## config.mk

```make
export PLATFORM = sky130hd
export DESIGN_NAME = alu32
export DESIGN_NICKNAME = d
export VERILOG_FILES = /design/src/rtl/alu32.sv
export SDC_FILE = /design/constraint.sdc
export NUM_CORES = 1
export LEC_CHECK = 0
export CAP_MARGIN = 10
export CORE_AREA = 5 5 127 129
export CTS_CLUSTER_DIAMETER = 200
export DETAILED_ROUTE_END_ITERATION = 6
export DIE_AREA = 0 0 132 134
export PLACE_DENSITY_LB_ADDON = 0.05
export SLEW_MARGIN = 15
export SYNTH_ARGS = -nofsm -noshare
export SYNTH_HDL_FRONTEND = slang
export SYNTH_SLANG_ARGS = --single-unit
```

## constraint.sdc

```tcl
create_clock -name clk -period 1.4 [get_ports clk]
set_input_delay 0.21 -clock clk [delete_from_list [all_inputs] [get_ports clk]]
set_output_delay 0.21 -clock clk [all_outputs]
set_load 0.005 [all_outputs]
```

## src/rtl/alu32.sv

```systemverilog
// Registered integer ALU for the execute stage: eight operations selected by fun,
// result and status flags appear one clock after an in_valid cycle.
module alu32 #(
  parameter int WIDTH = 32,
  parameter int SHW   = 5
) (
  input  logic             clk,
  input  logic             rst_n,
  input  logic             in_valid,
  input  logic [WIDTH-1:0] a,
  input  logic [WIDTH-1:0] b,
  input  logic [2:0]       fun,
  output logic [WIDTH-1:0] y,
  output logic             out_valid,
  output logic             zero,
  output logic             negative,
  output logic             carry,
  output logic             overflow
);

  localparam logic [2:0] F_ADD = 3'd0;
  localparam logic [2:0] F_SUB = 3'd1;
  localparam logic [2:0] F_AND = 3'd2;
  localparam logic [2:0] F_OR  = 3'd3;
  localparam logic [2:0] F_XOR = 3'd4;
  localparam logic [2:0] F_NOT = 3'd5;
  localparam logic [2:0] F_SLT = 3'd6;
  localparam logic [2:0] F_SLL = 3'd7;

  logic [WIDTH-1:0] y_reg, y_next;
  logic             carry_reg, carry_next;
  logic             overflow_reg, overflow_next;
  logic             valid_reg;

  logic [WIDTH:0]   sum, diff;
  logic [WIDTH-1:0] and_v, or_v, xor_v, not_v;
  logic             slt;

  // Extra top bit holds the ADD carry-out; for SUB it is set exactly when a < b unsigned.
  assign sum  = {1'b0, a} + {1'b0, b};
  assign diff = {1'b0, a} - {1'b0, b};
  assign slt  = $signed(a) < $signed(b);

  genvar gi;
  generate
    for (gi = 0; gi < WIDTH; gi++) begin : g_bit
      assign and_v[gi] = a[gi] & b[gi];
      assign or_v[gi]  = a[gi] | b[gi];
      assign xor_v[gi] = a[gi] ^ b[gi];
      assign not_v[gi] = ~a[gi];
    end
  endgenerate

  always_comb begin
    y_next        = '0;
    carry_next    = 1'b0;
    overflow_next = 1'b0;
    case (fun)
      F_ADD: begin
        y_next        = sum[WIDTH-1:0];
        carry_next    = sum[WIDTH];
        overflow_next = (a[WIDTH-1] == b[WIDTH-1]) && (sum[WIDTH-1] != a[WIDTH-1]);
      end
      F_SUB: begin
        y_next        = diff[WIDTH-1:0];
        carry_next    = diff[WIDTH];
        overflow_next = (a[WIDTH-1] != b[WIDTH-1]) && (diff[WIDTH-1] != a[WIDTH-1]);
      end
      F_AND:   y_next = and_v;
      F_OR:    y_next = or_v;
      F_XOR:   y_next = xor_v;
      F_NOT:   y_next = not_v;
      F_SLT:   y_next = {{(WIDTH-1){1'b0}}, slt};
      F_SLL:   y_next = a << b[SHW-1:0];
      default: y_next = '0;
    endcase
  end

  always_ff @(posedge clk or negedge rst_n) begin
    if (!rst_n) begin
      y_reg        <= '0;
      carry_reg    <= 1'b0;
      overflow_reg <= 1'b0;
      valid_reg    <= 1'b0;
    end else begin
      valid_reg <= in_valid;
      if (in_valid) begin
        y_reg        <= y_next;
        carry_reg    <= carry_next;
        overflow_reg <= overflow_next;
      end
    end
  end

  assign y         = y_reg;
  assign out_valid = valid_reg;
  assign carry     = carry_reg;
  assign overflow  = overflow_reg;
  // Status flags follow the registered result so they always agree with y.
  assign zero      = (y_reg == '0);
  assign negative  = y_reg[WIDTH-1];

endmodule

```

==> impl_metrics.ini, run 1 <==
[synth]
synth_edf_count = 0
synth_nets = 1374
syn_avg_cell_area_um2 = 7.12
synth_ff_type = dfrtp_1
synth_top_area_share_pct = 14.1
yosysTopAreaCell = ha_1
syn_inst = 1205
async_flop_share_pct = 100
syn_area_um2 = 8580
ys_ff_latch = 35
yosysWarnings = 0
ys_seq_area_share_pct = 10.2
yosys-top-cells-area = ha_1 (14%), dfrtp_1 (10%), a21oi_1 (7.1%), mux4_2 (5.8%), nor2_1 (5.5%)
yosysUniqueCellTypes = 86

[floorplan]
num_rows = 45
die_y_um = 134
initial_core_util_pct = 57.5
dieWidth_um = 132
io_pins = 107

[placed_design]
dp_hpwl_um = 33800
dp.cells = 1860
place.gp.congestion = 1.14
port_buffers = 106

[clocking]
ctsLongestPathBuffers = 2
htreeDepth = 2
cts_setup_buffers = 88
cts.repair.resized = 550
cts.sinks = 35
root_buffer = clkbuf_16
hold_buffers = 1
cts-buffers-inserted = 5

[run_status]
outcome.stop_stage = 4_1_cts
outcome = did not finish
error = [ERROR DPL-0038] Utilization greater than 100%, impossible to legalize
==> cell families after synthesis <==
family	share of synthesized area [%]
AND/OR/NAND/NOR	20.5
XOR/XNOR	2.45
buffers and inverters	9.14
multiplexers	9.99
AO/OA/AOI/OAI	33.1
adder cells (fa/ha/maj)	14.6
flip-flops	10.2
==> through the flow <==
step	util, %	setup slack, ns	area [µm²]
after floorplan	-	-1.42	8780
after global placement	87.2	-1.99	13000
after detailed placement	87.2	-2.09	13000
==> cells in the mapped netlist, drive strengths merged (5+ instances only) <==
| library cell | number |
|---|---|
| a211o | 5 |
| a211oi | 23 |
| a21o | 22 |
| a21oi | 124 |
| a221oi | 13 |
| a311o | 5 |
| a311oi | 5 |
| a31oi | 22 |
| and3 | 13 |
| buf | 39 |
| clkbuf | 45 |
| dfrtp | 35 |
| ha | 97 |
| inv | 106 |
| mux2i | 35 |
| mux4 | 22 |
| nand2 | 100 |
| nand2b | 15 |
| nand3 | 27 |
| nand4 | 15 |
| nor2 | 126 |
| nor2b | 14 |
| nor3 | 19 |
| nor4 | 18 |
| o211ai | 18 |
| o21a | 9 |
| o21ai | 67 |
| o21bai | 6 |
| o221ai | 12 |
| o22ai | 18 |
| o31ai | 17 |
| or2 | 5 |
| or3 | 8 |
| xnor2 | 22 |
==> run 2, diff against run 1 <==
Settings changed: CORE_AREA 5 5 127 129 to 5 5 153 155, CTS_CLUSTER_DIAMETER 200 to default, DIE_AREA 0 0 132 134 to 0 0 158 160, PLACE_DENSITY_LB_ADDON 0.05 to 0.15.
==> run 2 against run 1 <==
Effect of this change:
- the flow now finishes, with violations (setup timing)
- synthesized area unchanged
- synthesized cell count unchanged
==> impl_metrics.ini, run 2 <==
[run_status]
outcome = finished, violations left
violations = setup timing

[synth]
yosys-top-cells-area = ha_1 (14%), dfrtp_1 (10%), a21oi_1 (7.1%), mux4_2 (5.8%), nor2_1 (5.5%)
synth_edf_count = 0
synth_top_area_share_pct = 14.1
ys_seq_area_share_pct = 10.2
syn_inst = 1205
ys_ff_latch = 35
synth_ff_type = dfrtp_1
syn_avg_cell_area_um2 = 7.12
yosysTopAreaCell = ha_1
yosysMostFrequentCell = nor2_1
yosys-top-cells-count = nor2_1 (126), a21oi_1 (122), inv_1 (103)
yosysUniqueCellTypes = 86
async_flop_share_pct = 100
synth_nets = 1374
yosysWarnings = 0
syn_area_um2 = 8580

[worst_setup_path]
r2r_cells = 6
cp-end-kind = flop
r2r-end = y[19]
cp-startpoint = b[1]
timing.rr.start = y[19]
worst-setup-path-type = input port to flop
path_cells = buf_8 -> clkinvlp_4 -> buf_6 -> fa_2 -> nand2b_4 -> a221oi_4 -> and3_4 -> or3_4 -> o211ai_2 -> buf_6 -> a21boi_4 -> o31ai_4 -> or3b_1 -> a31oi_1
cpPeakStageDelay_ns = 0.42
r2r_slack_ns = -0.05
critical_path.max_fanout = 3
crit_path_frequent_cell = buf_6
cp-start-kind = input port
crit_arrival_ns = 2.91
cpMaxStageDelayCell = fa_2
crit_path_end = y[0]
worstPathRequired_ns = 1.62

[timing]
setup_viol = 35
hold_violations = 0
fin_crit_sh_pct = 192
finalWorstSetupSlack_ns = -1.29
worst_pin_slew_ns = 0.643
slew_headroom_pct = 57.0
timing.fmax_ghz = 0.372
period_needed_ns = 2.69
slew_violations = 0
rsz0062_at_grt = true
skew_ns = 0

[drt]
viasPerCell = 6.07
ant_nets = 0
vias = 12600
dr.pass1.iters = 6
wl_per_cell_um = 22.5
drc_errors = 0
drt-initial-drc-count = 1673
finalWirelength_um = 46900

[pwr]
power_density_nw_per_um2 = 600
swShare_pct = 43.1
seqPwrFrac_pct = 13.2
clkPwrFrac_pct = 14.4
power_leakage_nw = 7.41
ir_worst_vdd_uv = 463
power_frac_comb_pct = 72.4
netSwitchingPower_mw = 4.17
p_int_mw = 5.50

[hold_path]
hold_class = input port to flop

[placed_design]
place.gp.congestion = 1.05
place_area_um2 = 13400
dp_hpwl_um = 34700
port_buffers = 106

[global_routing]
overflow = 0
grt_pass1_wl_um = 70200
globalRouteMet2Util_pct = 55.6
grt_pass1_vias = 12300
globalRouteMet3Util_pct = 8.09
gr-max-usage-layer = met2
antenna_found_initial = 2
grt_start_max_net_pins = 44
grt_usage_pct = 35.2
grt.met1_usage_pct = 47.8

[layout]
layout_common_cells = buf_4 (484), nor2_1 (112), nand2_1 (92)
regArea_um2 = 876
layout-drive-gt1-share_pct = 51.0
final_nets = 1972
layout_commonest_cell = buf_4
largest_reg_flops = 32
utilization_pct = 74.4
multi_input_area_um2 = 8610
area_delta_synth_final_pct = 87.9
stdcell_area_um2 = 16100
fillers = 1641

[clocking]
clk_pin_slew_worst_paths_ns = 0.07
root_buffer = clkbuf_16
htreeDepth = 2
cts-buffers-inserted = 5
clk_latency_ns = 0.30
cts_tree = done
cts.sinks = 35
ctsLongestPathBuffers = 2

[floorplan]
initial_core_util_pct = 39.6
die_area_um2 = 25300
die_y_um = 160
io_pins = 107
core_um2 = 21700
num_rows = 54
dieWidth_um = 158

[run]
cap_violations = 0
==> run 2: final cells by class <==
type / instances / share of cell area, %
timing repair buffer: 675 / 35.2
inverter: 110 / 2.74
clock inverter: 3 / 0.295
tap: 280 / 2.17
sequential: 35 / 5.43
antenna: 1 / 0.0155
clock buffer: 5 / 0.776
multi-input combinational: 976 / 53.4
==> run 2: stage by stage <==
stage | hold WS, ns | worst slack [ns] | power [mW] | cells | TNS [ns]
finish | 0.446 | -1.29 | 9.67 | 2085 | -33.35
global route | 0.457 | -1.35 | 10.1 | 2085 | -36.21
CTS | 0.433 | -1.25 | 9.09 | 2061 | -29.96
detailed placement | 0.284 | -2.32 | 6.83 | 1983 | -61.26
global placement | 0.285 | -2.24 | 6.78 | 1983 | -59.10
floorplan | -0.0856 | -1.42 | 3.77 | 1205 | -36.59
==> run 2: cells by family after synthesis <==
kind of cell,share of synthesized area (%)
adders and majority gates,14.6
xor gates and xnor gates,2.45
AOI/OAI and AO/OA,33.1
and+or+nand+nor,20.5
muxes,9.99
buffers and inverters,9.14
DFF,10.2
==> run 2: what timing repair did <==
item / CTS / global route
setup endpoints to repair: 68 / 41
setup buffers: 72 / 27
gates resized for setup: 552 / 90
gates cloned: 1 / 0
pin swaps: 138 / 69
endpoints found under the hold margin: 35 / 0
hold buffers: 1 / 0
==> run 2: worst min path at each step <==
stage | start | cells after the start | to
floorplan | rst_n | 0 | carry
global placement | rst_n | 2 | y[1]
detailed placement | rst_n | 2 | y[1]
CTS | in_valid | 3 | out_valid
global route | in_valid | 3 | out_valid
finish | in_valid | 3 | out_valid
==> run 2: power groups by stage <==
stage               registers, mW  logic [mW]  clock network (mW)
floorplan                    1.31        2.46                   0
global route                 1.29        7.35                1.41
finish                       1.28        7.00                1.40
global placement             1.27        5.51                   0
detailed placement           1.28        5.56                   0
CTS                          1.26        6.44                1.38
==> run 2: critical path: cells and delay by family <==
| kind | cells | cell delay (ns) |
|---|---|---|
| buffers and inverters | 4 | 0.46 |
| AOI/OAI and AO/OA | 5 | 0.76 |
| and+or+nand+nor | 4 | 1.06 |
| adders and majority gates | 1 | 0.42 |
==> run 2: routing by layer <==
layer  vias to the layer above  share of wire, %
met4                         2               4.1
li1                       5654                 -
met1                      5926                39
met5                         -             0.028
met3                       183                12
met2                       881                45
No activity file was read; power rests on OpenSTA's default activity.
==> run 3, diff against run 2 <==
Clock period 1.4 ns to 3.37 ns, I/O delays scaled along.
==> run 3 against run 2 <==
Effect of this change:
- the flow now finishes without violations
- highest routed layer is now met4
- first-iteration DRC count fell by 21%
- core utilization fell by 18 points
- via count decreased by 14%
- register-to-register slack better by 2.1 ns
- setup slack gained 1.4 ns
- clock-buffer cell count is the same
- clock power fell by 65%
- clock skew unchanged
- total power down 68%
==> impl_metrics.ini, run 3 (synthesis results as in run 2) <==
[run_status]
outcome = finished clean

[global_routing]
grt_pass1_vias = 10400
grt_start_max_net_pins = 51
grt_usage_pct = 31.5
grt_pass1_wl_um = 62000
overflow = 0
antenna_found_initial = 1

[pwr]
power_leakage_nw = 5.60
ir_worst_vdd_uv = 178
power_density_nw_per_um2 = 258

[timing]
final.setup.tns_ns = 0
timing.fmax_ghz = 0.305
skew_ns = 0
worst_pin_slew_ns = 0.965
slew_headroom_pct = 35.7
period_needed_ns = 3.28
setup_viol = 0
fin_crit_sh_pct = 97.4
hold_violations = 0
slew_violations = 0
rsz0062_at_grt = true
fin_hold_ws_ns = 0.363

[floorplan]
initial_core_util_pct = 39.6
num_rows = 54
io_pins = 107
core_um2 = 21700
die_area_um2 = 25300
die_y_um = 160
dieWidth_um = 158

[worst_setup_path]
crit_family = compound AO/OA/AOI/OAI gates
worst-setup-path-type = input port to flop
cpPeakStageDelay_ns = 0.48
cp-end-kind = flop
cpMaxStageDelayCell = o211ai_1
critical_path.max_fanout = 6
worstPathRequired_ns = 3.57
r2r_cells = 5
crit_path_frequent_cell = buf_4
cp-startpoint = a[4]
path_cells = clkdlybuf4s50_1 -> buf_4 -> ha_4 -> nand2b_1 -> a211oi_2 -> buf_4 -> a211oi_4 -> o211ai_1 -> o211ai_1 -> buf_4 -> a311oi_4 -> nand3_1 -> o311a_1 -> a311oi_1
crit_arrival_ns = 3.48
critPathBufInv = 4
timing.rr.start = y[28]
cp.depth = 14
cp-start-kind = input port

[layout]
largest_reg_flops = 32
diodes = 0
layout-drive-gt1-share_pct = 25.4
layout_commonest_cell = buf_4
area_delta_synth_final_pct = 41.6
final_nets = 1678
layout_common_cells = buf_4 (270), nor2_1 (120), a21oi_1 (115)
utilization_pct = 56.0

[placed_design]
place.gp.congestion = 1.08
port_buffers = 106
dp_hpwl_um = 33400

[clocking]
clk_pin_slew_worst_paths_ns = 0.07
cts-buffers-inserted = 5
clk_latency_ns = 0.29
cts_tree = done
cts.sinks = 35
ctsLongestPathBuffers = 2
root_buffer = clkbuf_16
htreeDepth = 2

[drt]
drc_errors = 0
vias = 10900
viasPerCell = 6.08
finalWirelength_um = 41000
wl_per_cell_um = 22.9
ant_nets = 0
drt-initial-drc-count = 1322
dr.pass1.iters = 6

[run]
cap_violations = 0

[hold_path]
hold_class = input port to async pin
==> run 3: layout make-up <==
type	count	area [µm²]
sequential	35	876
inverter	110	413
fill	2161	9540
clock buffer	5	125
timing repair buffer	381	3160
clock inverter	3	15.0
multi-input combinational	976	7220
tap	280	350
==> run 3: path summary, 6_finish.rpt <==
path | end | slack [ns]
setup / recovery | y[31] | 0.09
hold / removal | y[6] | 0.36
setup reg to reg | y[28] | 2.08
hold reg to reg | carry | 0.51
max in group asynchronous | y[20] | 2.40
min in group clk | carry | 0.51
==> run 3: per-layer routing <==
metal,global-route usage (%),up-vias,wire (µm)
met5,0,-,0
met4,7.06,0,1000
met3,6.22,72,4450
met2,48.4,592,18000
met1,45.6,5169,17600
li1,-,5051,-
==> run 3: worst reg2reg max path, stage by stage (launching register included) <==
cell and delay [ns]:
dfrtp_1 0.40, or2_2 0.32, nand2_1 0.10, a211oi_1 0.05
a32oi_1 0.20, o41ai_1 0.09
==> run 3: through the flow <==
stage	setup WS (ns)	power (mW)	std cells	area [µm²]
after floorplan	0.00629	1.53	1205	8600
after global placement	-0.539	2.52	1779	11700
after detailed placement	-0.627	2.53	1779	11700
after CTS	0.0300	3.03	1788	11900
after global routing	-0.0579	3.29	1790	12200
final	0.0870	3.13	1790	12200
==> run 3: power by group <==
group          total, mW  internal (mW)  switching [mW]
Clock              0.487          0.271           0.216
Combinational       2.08          0.965            1.11
Sequential         0.567          0.484          0.0830
==> run 3: timing repair <==
item | 4_1_cts | 5_1_grt
buffers inserted | 1 | 2
resized for setup | 12 | 58
setup endpoints to repair | 17 | 21
pin swaps | 8 | 18
hold buffers | 0 | 0
==> run 4, diff against run 3 <==
Clock period 3.37 ns to 2.8 ns, I/O delays scaled along.
==> run 4 against run 3 <==
Effect of this change:
- the flow now finishes with violations (setup timing)
- critical path type unchanged
- routed wire length is 0.37% higher
- global-route usage is 0.55 points lower
- cell count is 6.4% higher
- sequential power is 19% higher
- clock skew stayed put
==> impl_metrics.ini, run 4 (synthesis results as in run 2) <==
[placed_design]
dp_slack_ns = -1.16
port_buffers = 106
place_area_um2 = 12400
dp_hpwl_um = 32000
place.gp.congestion = 1.03

[global_routing]
grt_pass1_wl_um = 61900
grt_usage_pct = 31.0
overflow = 0
antenna_found_initial = 1
grt_pass1_vias = 11000
grt_start_max_net_pins = 59

[drt]
ant_nets = 0
drc_errors = 0
dr.pass1.iters = 6
viasPerCell = 6.02
drt-initial-drc-count = 1189
vias = 11500
finalWirelength_um = 41200
wl_per_cell_um = 21.6

[worst_setup_path]
cp-end-kind = flop
worstPathRequired_ns = 2.97
cp-start-kind = input port
crit_arrival_ns = 3.16
critical_path.max_fanout = 3
worst-setup-path-type = input port to flop

[pwr]
seqPwrFrac_pct = 15.7
power_density_nw_per_um2 = 306
netSwitchingPower_mw = 1.86
clkPwrFrac_pct = 16.4
swShare_pct = 43.4
ir_worst_vdd_uv = 218
p_int_mw = 2.43
power_leakage_nw = 6.31
power_frac_comb_pct = 67.9

[timing]
slew_headroom_pct = 38.9
finalWorstSetupSlack_ns = -0.190
worst_pin_slew_ns = 0.916
fin_crit_sh_pct = 107
setup_viol = 12
period_needed_ns = 2.99
slew_violations = 0
hold_violations = 0
timing.fmax_ghz = 0.335
rsz0062_at_grt = true
skew_ns = 0

[floorplan]
die_y_um = 160
core_um2 = 21700
initial_core_util_pct = 39.6
die_area_um2 = 25300
io_pins = 107
dieWidth_um = 158
num_rows = 54

[clocking]
clk_pin_slew_worst_paths_ns = 0.07
cts-buffers-inserted = 5
ctsLongestPathBuffers = 2
clk_latency_ns = 0.30
root_buffer = clkbuf_16
cts_tree = done
htreeDepth = 2
cts.sinks = 35

[layout]
layout_common_cells = buf_4 (363), nor2_1 (115), a21oi_1 (98)
utilization_pct = 64.6
largest_reg_flops = 32
layout_commonest_cell = buf_4
stdcell_area_um2 = 14000
final_nets = 1793
diodes = 0
layout-drive-gt1-share_pct = 40.1
area_delta_synth_final_pct = 63.2

[run_status]
violations = setup timing
outcome = finished, violations left

[hold_path]
hold_class = input port to async pin

[run]
cap_violations = 0
-- run 4: cell types whose count changed in the layout (fill, tap and decap cells not counted), sizes merged, moves of 2 or more --
| cell | delta |
|---|---|
| clkdlybuf4s15 | +5 |
| dlymetal6s2s | -2 |
| clkdlybuf4s50 | -33 |
| dlygate4sd2 | +13 |
| clkbuf | +12 |
| clkinv | -2 |
| buf | +120 |
-- run 4: layout make-up --
cell class,count,area (µm²)
clock buffers,5,125
well taps,280,350
repair buffers,496,4050
flip-flops and latches,35,876
inverters,110,429
clock inverters,3,47.5
fillers,1900,7680
multi-input cells,976,8130
-- run 4: power groups by stage --
| stage | Sequential (mW) | Clock (mW) | Combinational (mW) |
|---|---|---|---|
| floorplan | 0.653 | 0 | 1.22 |
| global placement | 0.677 | 0 | 2.50 |
| detailed placement | 0.678 | 0 | 2.51 |
| CTS | 0.669 | 0.707 | 2.73 |
| global route | 0.680 | 0.721 | 3.10 |
| finish | 0.673 | 0.706 | 2.92 |
-- run 4: critical path, cell delays in order --
cell        delay (ns)
buf_8             0.08
clkinvlp_4        0.11
buf_6             0.14
fa_2              0.42
nand2b_4          0.09
a221oi_4          0.07
and3_4            0.17
or3_4             0.36
buf_6             0.13
o211ai_1          0.26
a31oi_1           0.15
xnor2_1           0.19
a221oi_2          0.46
nor2_1            0.09
-- run 4: metal layers --
metal | global-route usage [%] | vias up | share of wire [%]
li1 | - | 5281 | -
met1 | 43.2 | 5469 | 42
met2 | 47.7 | 614 | 45
met3 | 6.50 | 109 | 9.9
met4 | 9.97 | 2 | 3.6
met5 | 0 | - | 0.032
-- run 4: path summary, 6_finish.rpt --
check                      start  endpoint  slack (ns)  cells after the start
max                         b[1]     y[14]       -0.19                     14
min                        rst_n     y[12]        0.25                      1
max reg2reg                y[28]     y[28]        1.42                      5
min reg2reg                carry     carry        0.52                      1
max in group asynchronous  rst_n     y[16]        1.97                      1
min in group clk           carry     carry        0.52                      1
-- run 4: timing repair --
item,4_1_cts,5_1_grt
hold endpoints to repair,0,0
hold buffers,0,0
resized for setup,253,101
pin swaps,80,51
endpoints found under the setup margin,28,25
setup buffers,23,9
-- run 4: per-stage QoR --
stage | power, mW | instances | hold slack, ns | setup TNS, ns
2_1_floorplan | 1.88 | 1205 | 0.124 | -1.53
6_report | 4.29 | 1905 | 0.254 | -0.866
3_3_place_gp | 3.17 | 1868 | 0.501 | -22.24
5_1_grt | 4.50 | 1905 | 0.328 | -2.19
4_1_cts | 4.10 | 1897 | 0.275 | -0.908
3_5_place_dp | 3.19 | 1868 | 0.509 | -22.62
